$ cat src/rtl/uart_tx_cfg.sv
// Buffered UART transmitter: small input FIFO feeding a start/data/parity/stop serialiser
// with per-frame parity and stop-length selection, timed by an external oversample tick.
module uart_tx_cfg #(
    parameter int unsigned DBIT       = 8,
    parameter int unsigned OS_TICK    = 16,
    parameter int unsigned FIFO_DEPTH = 4
) (
    input  logic                          clk,
    input  logic                          reset_n,
    input  logic                          s_tick,
    input  logic [DBIT-1:0]               din,
    input  logic                          din_valid,
    output logic                          din_ready,
    input  logic [1:0]                    par_mode,
    input  logic [1:0]                    stop_mode,
    output logic                          tx,
    output logic                          busy,
    output logic                          tx_done_tick,
    output logic [$clog2(FIFO_DEPTH):0]   fifo_count
);

    localparam int unsigned PtrW  = $clog2(FIFO_DEPTH);
    localparam int unsigned TickW = $clog2(2 * OS_TICK);
    localparam int unsigned BitW  = $clog2(DBIT);

    localparam logic [TickW-1:0] BitLast    = TickW'(OS_TICK - 1);
    localparam logic [TickW-1:0] Stop15Last = TickW'((OS_TICK * 3) / 2 - 1);
    localparam logic [TickW-1:0] Stop2Last  = TickW'(2 * OS_TICK - 1);

    typedef enum logic [2:0] {StIdle, StStart, StData, StParity, StStop} state_e;

    state_e            state_q, state_d;
    logic [TickW-1:0]  tick_q, tick_d;
    logic [BitW-1:0]   bit_q, bit_d;
    logic [DBIT-1:0]   shift_q, shift_d;
    logic              par_en_q, par_en_d;
    logic              par_bit_q, par_bit_d;
    logic [1:0]        stop_q, stop_d;
    logic              tx_q, tx_d;
    logic              done_q, done_d;

    logic [DBIT-1:0]   mem_q [FIFO_DEPTH];
    logic [PtrW-1:0]   wr_ptr_q, wr_ptr_d, rd_ptr_q, rd_ptr_d;
    logic [PtrW:0]     count_q, count_d;
    logic              push, pop;
    logic [TickW-1:0]  stop_last;

    // Ready comes from the registered count only, so a full FIFO never accepts a word.
    assign din_ready    = (count_q != (PtrW + 1)'(FIFO_DEPTH));
    assign push         = din_valid && din_ready;
    assign busy         = (state_q != StIdle);
    assign tx           = tx_q;
    assign tx_done_tick = done_q;
    assign fifo_count   = count_q;

    always_comb begin
        case (stop_q)
            2'b00:   stop_last = BitLast;
            2'b01:   stop_last = Stop15Last;
            default: stop_last = Stop2Last;
        endcase
    end

    always_comb begin
        state_d   = state_q;
        tick_d    = tick_q;
        bit_d     = bit_q;
        shift_d   = shift_q;
        par_en_d  = par_en_q;
        par_bit_d = par_bit_q;
        stop_d    = stop_q;
        done_d    = 1'b0;
        pop       = 1'b0;
        case (state_q)
            StIdle: begin
                if (count_q != '0) begin
                    pop       = 1'b1;
                    shift_d   = mem_q[rd_ptr_q];
                    par_en_d  = (par_mode == 2'b01) || (par_mode == 2'b10);
                    par_bit_d = (par_mode == 2'b10) ? ~^mem_q[rd_ptr_q] : ^mem_q[rd_ptr_q];
                    stop_d    = stop_mode;
                    tick_d    = '0;
                    bit_d     = '0;
                    state_d   = StStart;
                end
            end
            StStart: begin
                if (s_tick) begin
                    if (tick_q == BitLast) begin
                        tick_d  = '0;
                        state_d = StData;
                    end else begin
                        tick_d = tick_q + 1'b1;
                    end
                end
            end
            StData: begin
                if (s_tick) begin
                    if (tick_q == BitLast) begin
                        tick_d  = '0;
                        shift_d = shift_q >> 1;
                        if (bit_q == BitW'(DBIT - 1)) begin
                            state_d = par_en_q ? StParity : StStop;
                        end else begin
                            bit_d = bit_q + 1'b1;
                        end
                    end else begin
                        tick_d = tick_q + 1'b1;
                    end
                end
            end
            StParity: begin
                if (s_tick) begin
                    if (tick_q == BitLast) begin
                        tick_d  = '0;
                        state_d = StStop;
                    end else begin
                        tick_d = tick_q + 1'b1;
                    end
                end
            end
            StStop: begin
                if (s_tick) begin
                    if (tick_q == stop_last) begin
                        tick_d  = '0;
                        state_d = StIdle;
                        done_d  = 1'b1;
                    end else begin
                        tick_d = tick_q + 1'b1;
                    end
                end
            end
            default: state_d = StIdle;
        endcase

        // Line level is registered from the state being entered, so it changes on the same edge.
        case (state_d)
            StStart:  tx_d = 1'b0;
            StData:   tx_d = shift_d[0];
            StParity: tx_d = par_bit_d;
            default:  tx_d = 1'b1;
        endcase
    end

    always_comb begin
        wr_ptr_d = push ? wr_ptr_q + 1'b1 : wr_ptr_q;
        rd_ptr_d = pop ? rd_ptr_q + 1'b1 : rd_ptr_q;
        case ({push, pop})
            2'b10:   count_d = count_q + 1'b1;
            2'b01:   count_d = count_q - 1'b1;
            default: count_d = count_q;
        endcase
    end

    always_ff @(posedge clk) begin
        if (push) begin
            mem_q[wr_ptr_q] <= din;
        end
    end

    always_ff @(posedge clk or negedge reset_n) begin
        if (!reset_n) begin
            state_q   <= StIdle;
            tick_q    <= '0;
            bit_q     <= '0;
            shift_q   <= '0;
            par_en_q  <= 1'b0;
            par_bit_q <= 1'b0;
            stop_q    <= 2'b00;
            tx_q      <= 1'b1;
            done_q    <= 1'b0;
            wr_ptr_q  <= '0;
            rd_ptr_q  <= '0;
            count_q   <= '0;
        end else begin
            state_q   <= state_d;
            tick_q    <= tick_d;
            bit_q     <= bit_d;
            shift_q   <= shift_d;
            par_en_q  <= par_en_d;
            par_bit_q <= par_bit_d;
            stop_q    <= stop_d;
            tx_q      <= tx_d;
            done_q    <= done_d;
            wr_ptr_q  <= wr_ptr_d;
            rd_ptr_q  <= rd_ptr_d;
            count_q   <= count_d;
        end
    end

endmodule

$ cat config.mk
export PLATFORM = sky130hd
export DESIGN_NAME = uart_tx_cfg
export DESIGN_NICKNAME = d
export VERILOG_FILES = /design/src/rtl/uart_tx_cfg.sv
export SDC_FILE = /design/constraint.sdc
export NUM_CORES = 1
export LEC_CHECK = 0
export CAP_MARGIN = 10
export CORE_UTILIZATION = 55
export DETAILED_ROUTE_END_ITERATION = 12
export PLACE_DENSITY = 0.74
export SLEW_MARGIN = 10
export SYNTH_ARGS = -nofsm -noshare
export SYNTH_HDL_FRONTEND = slang
export SYNTH_SLANG_ARGS = --single-unit
$ cat constraint.sdc
create_clock -name clk -period 6.2 [get_ports clk]
set_input_delay 0.93 -clock clk [delete_from_list [all_inputs] [get_ports clk]]
set_output_delay 0.93 -clock clk [all_outputs]
set_load 0.05 [all_outputs]
# [Word level (Yosys, flattened, before mapping)]
# Memories as Yosys holds them, arrays and structs flattened.
# Cells that the tools add are included.
[totals] ff_bits=32 ramBits=32 input_bits=16 out_inout_bits=7 elab_cells=98 memories=1
[mem_list] memory="mem_q" depth=4 width=8 read_ports=1 rd_ports_with_merged_regs=0 wr=1 line="42" text="logic [DBIT-1:0] mem_q [FIFO_DEPTH];"
[classes] add_sub_neg=6 n_eq_ne=22 n_mux=40 n_reduce_logical=16
[ops] operator="two-way mux 3 bit" count=15
[ops] operator="two-way mux 5 bit" count=5
[ops] operator="two-way mux 8 bit" count=3
[ops] operator="case mux 8 bit (2 select lines)" count=1
[ops] operator="case mux 3 bit (5 select lines)" count=1
[ops] operator="case mux 5 bit (3 select lines)" count=1
[ops] operator="== test 3 x 2 -> 1 bit (second input constant)" count=4
[ops] operator="case mux 3 bit (2 select lines)" count=2
[ops] operator="two-way mux 1 bit" count=10
[ops] operator="!= test 2 bit (second input constant)" count=5
[ops] operator="case mux 5 bit (2 select lines)" count=1
[ops] operator="nonzero test 3 bit" count=3
[ops] operator="AND reduction 4 bit" count=2
[ops] operator="XNOR reduction 8 bit" count=1
[ops] operator="parity 8 bit" count=1
[ops] operator="adder 3 x 1 -> 3 bit (second input constant)" count=2
[ops] operator="== test 2 x 1 -> 1 bit (second input constant)" count=3
[ops] operator="== test 3 x 1 -> 1 bit (second input constant)" count=2
[ops] operator="== test 3 bit (second input constant)" count=2
[ops] operator="adder 5 x 1 -> 5 bit (second input constant)" count=1
[ops] operator="== test 5 x 4 -> 1 bit (second input constant)" count=1
[ops] operator="== test 5 bit" count=1
[ops] operator="AND reduction 5 bit" count=1
[ops] operator="adder 2 x 1 -> 2 bit (second input constant)" count=2
[ops] operator="12 further kinds" count=14

# [Longest topological paths before layout]
# Gate-level depths: netlist (run 1).
[logic_depth] ltp_word=8 depth_mapped=11 ltp_nobuf=10

# [Worst setup path after synthesis (run 1)]
# Ideal clock, no wire load.
[synth_path] kind="register to register" from="reg count_q[2] (netlist: fifo_count[2])" to="reg count_q[2] (netlist: fifo_count[2])" arrival_time_ps=2657 t_required_ps=6118 setup_slack_ps=3461 stages_incl_launch_ff=10 path_cell_list="dfrtp_1 > nand3_1 > and2_1 > inv_1 > ha_1 > inv_1 > fa_1 > xor2_1 > nor2_1 > xor2_1"
[synth_rtl] element="start: declaration" line="44" text="logic [PtrW:0] count_q, count_d;"
[synth_rtl] element="start signal: assignment" line="187" text="count_q <= count_d;"
[synth_rtl] element="!= test 3 bit (*)" line="49" text="assign din_ready = (count_q != (PtrW + 1)'(FIFO_DEPTH));"
[synth_rtl] element="net din_ready" line="13" text="output logic din_ready,"
[synth_rtl] element="logical AND 1 bit (*)" line="50" text="assign push = din_valid && din_ready;"
[synth_rtl] element="== test 2 x 1 -> 1 bit / == test 2 bit (equally long branches)" line="148" text="case ({push, pop})"
[synth_rtl] element="case mux 3 bit (2 select lines) / nonzero test 2 bit (equally long branches)"
# Mark *: on every way through the listed nets, which the timed path passes. The rest lies on a longest branch.
# A chain may end at the register's enable or synchronous reset.

# [Worst setup path after layout (run 1)]
[layout_path] from="reg state_q[2]" to="out busy"
[layout_via] elab_chain_cells=1
[layout_lines] element="start: declaration" line="32" text="state_e state_q, state_d;"
[layout_lines] element="start signal: assignment" line="163" text="state_q <= StIdle;"
[layout_lines] element="start signal: assignment" line="176" text="state_q <= state_d;"
[layout_lines] element="nonzero test 3 bit" line="51" text="assign busy = (state_q != StIdle);"
[layout_lines] element="end: declaration" line="17" text="output logic busy,"
# No other way between the ends.

==> results.py, run 1 <==
metrics = {
    "run_status": {
        "status": "finished, final reports clean",
    },
    "critical_path": {
        "cp-end-kind": "output port",
        "cp.required_ns": 5.27,
        "critPathMaxFanout": 17,
        "setup.worst_path.start": "state_q[2]",
        "start_kind": "register",
        "timing_worst_setup_path_type": "register to output port",
        "cp.arrival_ns": 2.12,
        "r2r_setup_slack_ns": 3.34,
        "r2r-start": "state_q[2]",
    },
    "sta": {
        "setup_viol": 0,
        "fin_crit_ns": 3.05,
        "rsz0062_at_grt": "no",
        "worst_slack_ns": 3.15,
        "skew_ns": 0.00634,
        "tns_ns": 0,
        "fmax_mhz": 328,
        "slew_headroom_pct": 49.0,
        "worst_slew_pin_slew_ns": 0.758,
        "fin_crit_sh_pct": 49.2,
        "drv_slew": 0,
        "hold_viol": 0,
    },
    "clocking": {
        "clkLatencyLatePin_ns": 0.33,
        "clock_sinks": 64,
        "numCtsBuffers": 9,
        "cts_max_path_buffers": 2,
        "root_buffer": "clkbuf_8",
        "post_cts_resized": 0,
        "clk_pin_slew_ns": 0.07,
        "cts_setup_buffers": 0,
        "h-tree-depth": 3,
        "cts_hold_buf": 0,
        "cts_tree": "yes",
    },
    "layout": {
        "final_nets": 281,
        "final_cells": 328,
        "synthToLayoutAreaGrowth_pct": 17.1,
        "drive_gt1_share_pct": 10.5,
        "antenna_cells": 0,
    },
    "hold_path": {
        "hold_path_startpoint": "par_bit_q",
        "hold_class": "register to register",
    },
    "grt": {
        "grt_max_degree": 33,
        "grt_pass1_wl_mm": 8.17,
        "grt_usage_pct": 20.7,
        "antenna_found_initial": 0,
        "grt_overflow_total": 0,
        "grt_pass1_vias": 1698,
    },
    "pwr": {
        "power_uw": 1820,
        "ir_drop_uv": 310,
        "p_leak_uw": 0.00140,
        "powerDensity_nw_per_um2": 531,
        "swShare_pct": 36.9,
        "p_clk_share_pct": 21.6,
        "p_int_uw": 1150,
        "pwr-share-comb_pct": 39.2,
        "seq_power_share_pct": 39.2,
        "p_switching_uw": 671,
    },
    "synth": {
        "synth_fp_nets": 254,
        "yosysTopAreaCellShare_pct": 32.8,
        "synth_cell_types": 46,
        "synth_adder_area_share_pct": 5.38,
        "yosys_register_bits": 64,
        "synth_top_family_by_area": "simple AND/OR/NAND/NOR gates",
        "synth_area_leader_cell": "edfxtp_1",
        "muxShareOfSynthArea_pct": 7.47,
        "synth_warnings": 0,
        "synth_compound_area_share_pct": 8.11,
        "synth-simple-area-share_pct": 11.7,
        "syn-cell-area_um2": 2930,
        "synth_xor_area_share_pct": 4.35,
        "postSynthAreaPerCell_um2": 13.0,
        "synthCells": 226,
        "yosys-top-cells-area": "edfxtp_1, dfrtp_1, ha_1",
        "ys_seq_area_share_pct": 60.1,
    },
    "floorplanning": {
        "num_rows": 26,
        "fp.dieH_um": 75.0,
        "dieWidth_um": 75.0,
        "core_area_um2": 5110,
        "start_util_pct": 57.4,
        "pin_count": 23,
        "dieArea_um2": 5630,
    },
    "drt": {
        "drc": 0,
        "routed_wl_mm": 5.10,
        "viasPerCell": 5.55,
        "drt-initial-drc-count": 186,
        "ant_nets": 0,
        "vias": 1821,
        "first_pass_iters": 4,
        "wl_per_cell_um": 15.5,
    },
    "place": {
        "dp_hpwl_mm": 3.58,
        "port_buffers": 22,
        "finalWeightedCongestion": 0.811,
        "dp_cells": 312,
        "place_ws_ns": 3.21,
    },
    "job": {
        "cap_violations": 0,
    },
}
==> cell usage after synthesis (all sizes together) <==
master,n
a2111oi,1
a211o,1
a211oi,1
a21o,1
a21oi,6
a221o,1
a22o,1
a22oi,6
a2bb2oi,1
a31oi,1
and2,1
and3,9
buf,1
clkbuf,6
dfrtp,31
dfstp,1
edfxtp,32
fa,1
ha,11
inv,13
mux2,1
mux2i,2
mux4,8
nand2,34
nand2b,4
nand3,5
nand4,1
nor2,5
nor3,7
nor4,2
nor4b,1
nor4bb,1
o21a,1
o21ai,9
o22ai,1
o311ai,1
o31a,1
o32a,1
or2,1
or3,1
xnor2,10
xnor3,1
xor2,2
==> per-layer routing <==
metal	up-vias	GRT usage, %	routed length, um
met5	-	0	0
met1	890	28.8	2400
met2	39	30.9	2420
li1	881	-	-
met3	11	4.02	168
met4	0	11.3	116
==> layout by cell type (no fill, tap or decap), types with 2 or more instances in the layout <==
cell / n
xor2_1: 2
mux4_1: 2
o21ai_0: 8
nor4_1: 2
and3_1: 9
inv_1: 13
clkinv_2: 2
mux4_2: 6
nand3_1: 5
clkbuf_8: 9
a21oi_1: 5
nand2_1: 34
mux2i_1: 2
xnor2_1: 10
edfxtp_1: 32
clkdlybuf4s50_1: 22
a22oi_1: 6
bufinv_16: 2
dfrtp_1: 31
ha_1: 11
nor2_1: 5
nand2b_1: 4
nor3_1: 7
==> critical path, stage by stage (launching register included) <==
cell and delay (ns):
dfrtp_1 0.67, nor3_1 0.15, inv_1 0.15, clkdlybuf4s50_1 0.82
==> per-stage QoR <==
| stage | area [um2] | hold WS, ns | utilization, % |
|---|---|---|---|
| floorplan | 2930 | 0.449 | - |
| global placement | 3210 | 0.469 | 62.9 |
| detailed placement | 3210 | 0.474 | 62.9 |
| CTS | 3430 | 0.491 | 67.2 |
| global route | 3430 | 0.532 | 67.2 |
| finish | 3430 | 0.493 | 67.2 |
==> final timing paths <==
check / to / cells after the start
worst min-delay path: par_bit_q / 2
max in group asynchronous: tx / 2
worst max-delay path: busy / 3
worst min register to register: par_bit_q / 2
min in group asynchronous: stop_q[0] / 2
worst max register to register: fifo_count[2] / 9
==> power by group through the flow <==
stage | combinational [uW] | clock [uW] | sequential [uW]
2_1_floorplan | 561 | 0 | 702
3_3_place_gp | 695 | 0 | 719
3_5_place_dp | 721 | 0 | 721
4_1_cts | 725 | 397 | 714
5_1_grt | 789 | 416 | 733
6_report | 714 | 393 | 715
==> registers in the layout (all words and copies together) (netlist names) <==
register / cells
tx_done_tick: 1
tx: 1
tick_q: 5
bit_q: 3
par_bit_q: 1
rd_ptr_q: 2
state_q: 3
par_en_q: 1
stop_q: 2
shift_q: 8
wr_ptr_q: 2
mem_q: 32
fifo_count: 3
==> logic make-up after synthesis <==
kind of cell / count (synthesis)
and+or+nand+nor: 72
xor gates and xnor gates: 13
AOI/OAI and AO/OA: 34
buffers and inverters: 20
adders and majority gates: 12
muxes: 11
DFF: 64
==> area by class of cell <==
type                    instances  area (um2)
flip-flops and latches         64        1760
well taps                      70        87.6
fillers                       386        1680
clock buffers                   9         124
multi-input cells             142        1090
repair buffers                 23         228
clock inverters                 7        95.1
inverters                      13        48.8
Note: power is estimated with default switching activity, not from simulation.
==> run 2, diff against run 1 <==
--- a/config.mk
+++ b/config.mk
@@ -6,9 +6,9 @@
 export NUM_CORES = 1
 export LEC_CHECK = 0
 export CAP_MARGIN = 10
-export CORE_UTILIZATION = 55
+export CORE_UTILIZATION = 52
 export DETAILED_ROUTE_END_ITERATION = 12
-export PLACE_DENSITY = 0.74
+export PLACE_DENSITY = 0.73
 export SLEW_MARGIN = 10
 export SYNTH_ARGS = -nofsm -noshare
 export SYNTH_HDL_FRONTEND = slang
==> constraint.sdc (replaced) <==
create_clock -name clk -period 2.4 [get_ports clk]
set_input_delay 0.36 -clock clk [delete_from_list [all_inputs] [get_ports clk]]
set_output_delay 0.36 -clock clk [all_outputs]
set_load 0.05 [all_outputs]
==> run 2 against run 1 <==
Against the previous run:
- worst setup slack worse by 3.0 ns
- sequential power up 150%
- via count up 3.7%
- non-clock buffer count up 10
- global-route usage is 0.10 points lower
- combinational power increased to 2.8 times the previous value
- sequential share of layout area decreased by 1.3 points
- critical path depth is 5 higher
- register-to-register slack worse by 3.2 ns
- first-iteration DRC count is 13% lower
==> results.py, run 2 (synthesis results as in run 1) <==
metrics = {
    "run_status": {
        "status": "finished, final reports clean",
    },
    "critical_path": {
        "cp.required_ns": 2.67,
        "cp.arrival_ns": 2.51,
        "setup.worst_path.start": "tick_q[0]",
        "crit_slowest_cell": "dfrtp_1",
        "start_kind": "register",
        "critPathMaxFanout": 5,
        "r2r-start": "tick_q[0]",
        "reg2reg_depth": 8,
        "cp-endpoint": "tx",
        "timing_worst_setup_path_type": "register to register",
        "max_stage_delay_ns": 0.39,
        "cp-end-kind": "register",
        "path_cells": "ha_2 > and3_1 > ha_1 > nand2_2 > o32a_1 > a221o_1 > a2111oi_2 > nor2_1",
        "rr_endpoint": "tx",
        "r2r_setup_slack_ns": 0.16,
    },
    "grt": {
        "antenna_found_initial": 0,
        "grt_pass1_wl_mm": 9.11,
        "grt_max_degree": 33,
        "grt_pass1_vias": 1884,
        "grt_overflow_total": 0,
        "grt_usage_pct": 20.6,
    },
    "layout": {
        "multi_input_area_um2": 1110,
        "layout_commonest_cell": "nand2_1",
        "mostFrequentLayoutCells": "nand2_1, edfxtp_1, dfrtp_1, clkdlybuf4s50_1, inv_1",
        "final_nets": 291,
        "antenna_cells": 0,
        "largest_reg_flops": 32,
        "final_cells": 338,
        "largestRegisters": "mem_q: 32 flops, shift_q: 8 flops, tick_q: 5 flops",
        "drive_gt1_share_pct": 14.9,
        "num-fill-cells": 415,
        "register_area_um2": 1760,
        "synthToLayoutAreaGrowth_pct": 20.3,
        "top_register": "mem_q",
    },
    "clocking": {
        "cts_max_path_buffers": 2,
        "h-tree-depth": 3,
        "cts_hold_buf": 0,
        "cts_setup_buffers": 0,
        "clkLatencyLatePin_ns": 0.34,
        "clk_pin_slew_ns": 0.07,
        "clock_sinks": 64,
        "cts_tree": "yes",
        "numCtsBuffers": 9,
        "root_buffer": "clkbuf_8",
        "post_cts_resized": 0,
    },
    "sta": {
        "drv_slew": 0,
        "holdWs_ns": 0.417,
        "worst_slack_ns": 0.160,
        "skew_ns": 0.0115,
        "worst_slew_pin_slew_ns": 0.536,
        "rsz0062_at_grt": "no",
        "setup_viol": 0,
        "slew_headroom_pct": 63.7,
        "hold_viol": 0,
        "fin_crit_sh_pct": 93.4,
        "tns_ns": 0,
        "fin_crit_ns": 2.24,
        "fmax_mhz": 446,
    },
    "drt": {
        "first_pass_iters": 5,
        "routed_wl_mm": 5.43,
        "drt-initial-drc-count": 162,
        "viasPerCell": 5.59,
        "wl_per_cell_um": 16.1,
        "vias": 1889,
        "drc": 0,
        "ant_nets": 0,
    },
    "hold_path": {
        "hold_class": "input pin to async pin",
    },
    "job": {
        "cap_violations": 0,
    },
    "place": {
        "dp_cells": 322,
        "place_ws_ns": 0.100,
        "dp_hpwl_mm": 3.69,
        "port_buffers": 22,
        "finalWeightedCongestion": 0.825,
    },
    "floorplanning": {
        "dieWidth_um": 77.1,
        "dieArea_um2": 5940,
        "num_rows": 26,
        "start_util_pct": 55.6,
        "core_area_um2": 5270,
        "pin_count": 23,
        "fp.dieH_um": 77.1,
    },
    "pwr": {
        "ir_drop_uv": 763,
        "powerDensity_nw_per_um2": 1360,
        "p_leak_uw": 0.00145,
    },
}
run 2: metal layers:
layer / track usage [%] / vias up / share of wire, %
met5: 0 / - / 0
met2: 32.1 / 60 / 46
li1: - / 901 / -
met4: 9.81 / 0 / 1.6
met3: 4.29 / 11 / 5.0
met1: 27.6 / 917 / 47
run 2: metrics by stage:
step / util (%) / total power [uW] / instance area [um2]
after floorplan: - / 3280 / 2950
after global placement: 62.7 / 3760 / 3300
after detailed placement: 62.7 / 3820 / 3300
after CTS: 66.7 / 4820 / 3510
after global routing: 66.9 / 5120 / 3530
final: 66.9 / 4790 / 3530
run 2: how the worst min path moves through the flow:
stage / startpoint / to / slack, ns / depth (start not counted)
global route: reset_n / shift_q[4] / 0.45 / 2
finish: reset_n / shift_q[6] / 0.42 / 2
CTS: reset_n / shift_q[6] / 0.42 / 2
detailed placement: par_bit_q / par_bit_q / 0.48 / 2
global placement: par_bit_q / par_bit_q / 0.47 / 2
floorplan: reset_n / bit_q[0] / 0.06 / 0
run 2: worst max-delay path, delay by kind of cell, from the launching register on:
family / cells / cell delay [ns]
adder cells (fa/ha/maj): 2 / 0.41
flip-flops: 1 / 0.39
AO/OA/AOI/OAI: 3 / 1.01
AND/OR/NAND/NOR: 3 / 0.38
run 2: area by class of cell:
class / instances / share of cell area (%)
sequential: 64 / 50.0
timing repair buffer: 33 / 8.66
tap: 70 / 2.48
inverter: 13 / 1.38
multi-input combinational: 142 / 31.4
clock buffer: 10 / 3.62
clock inverter: 6 / 2.41
run 2: where the power goes:
group	internal [uW]	switching [uW]
combinational	945	1070
clock	581	414
sequential	1530	251
total	3050	1740
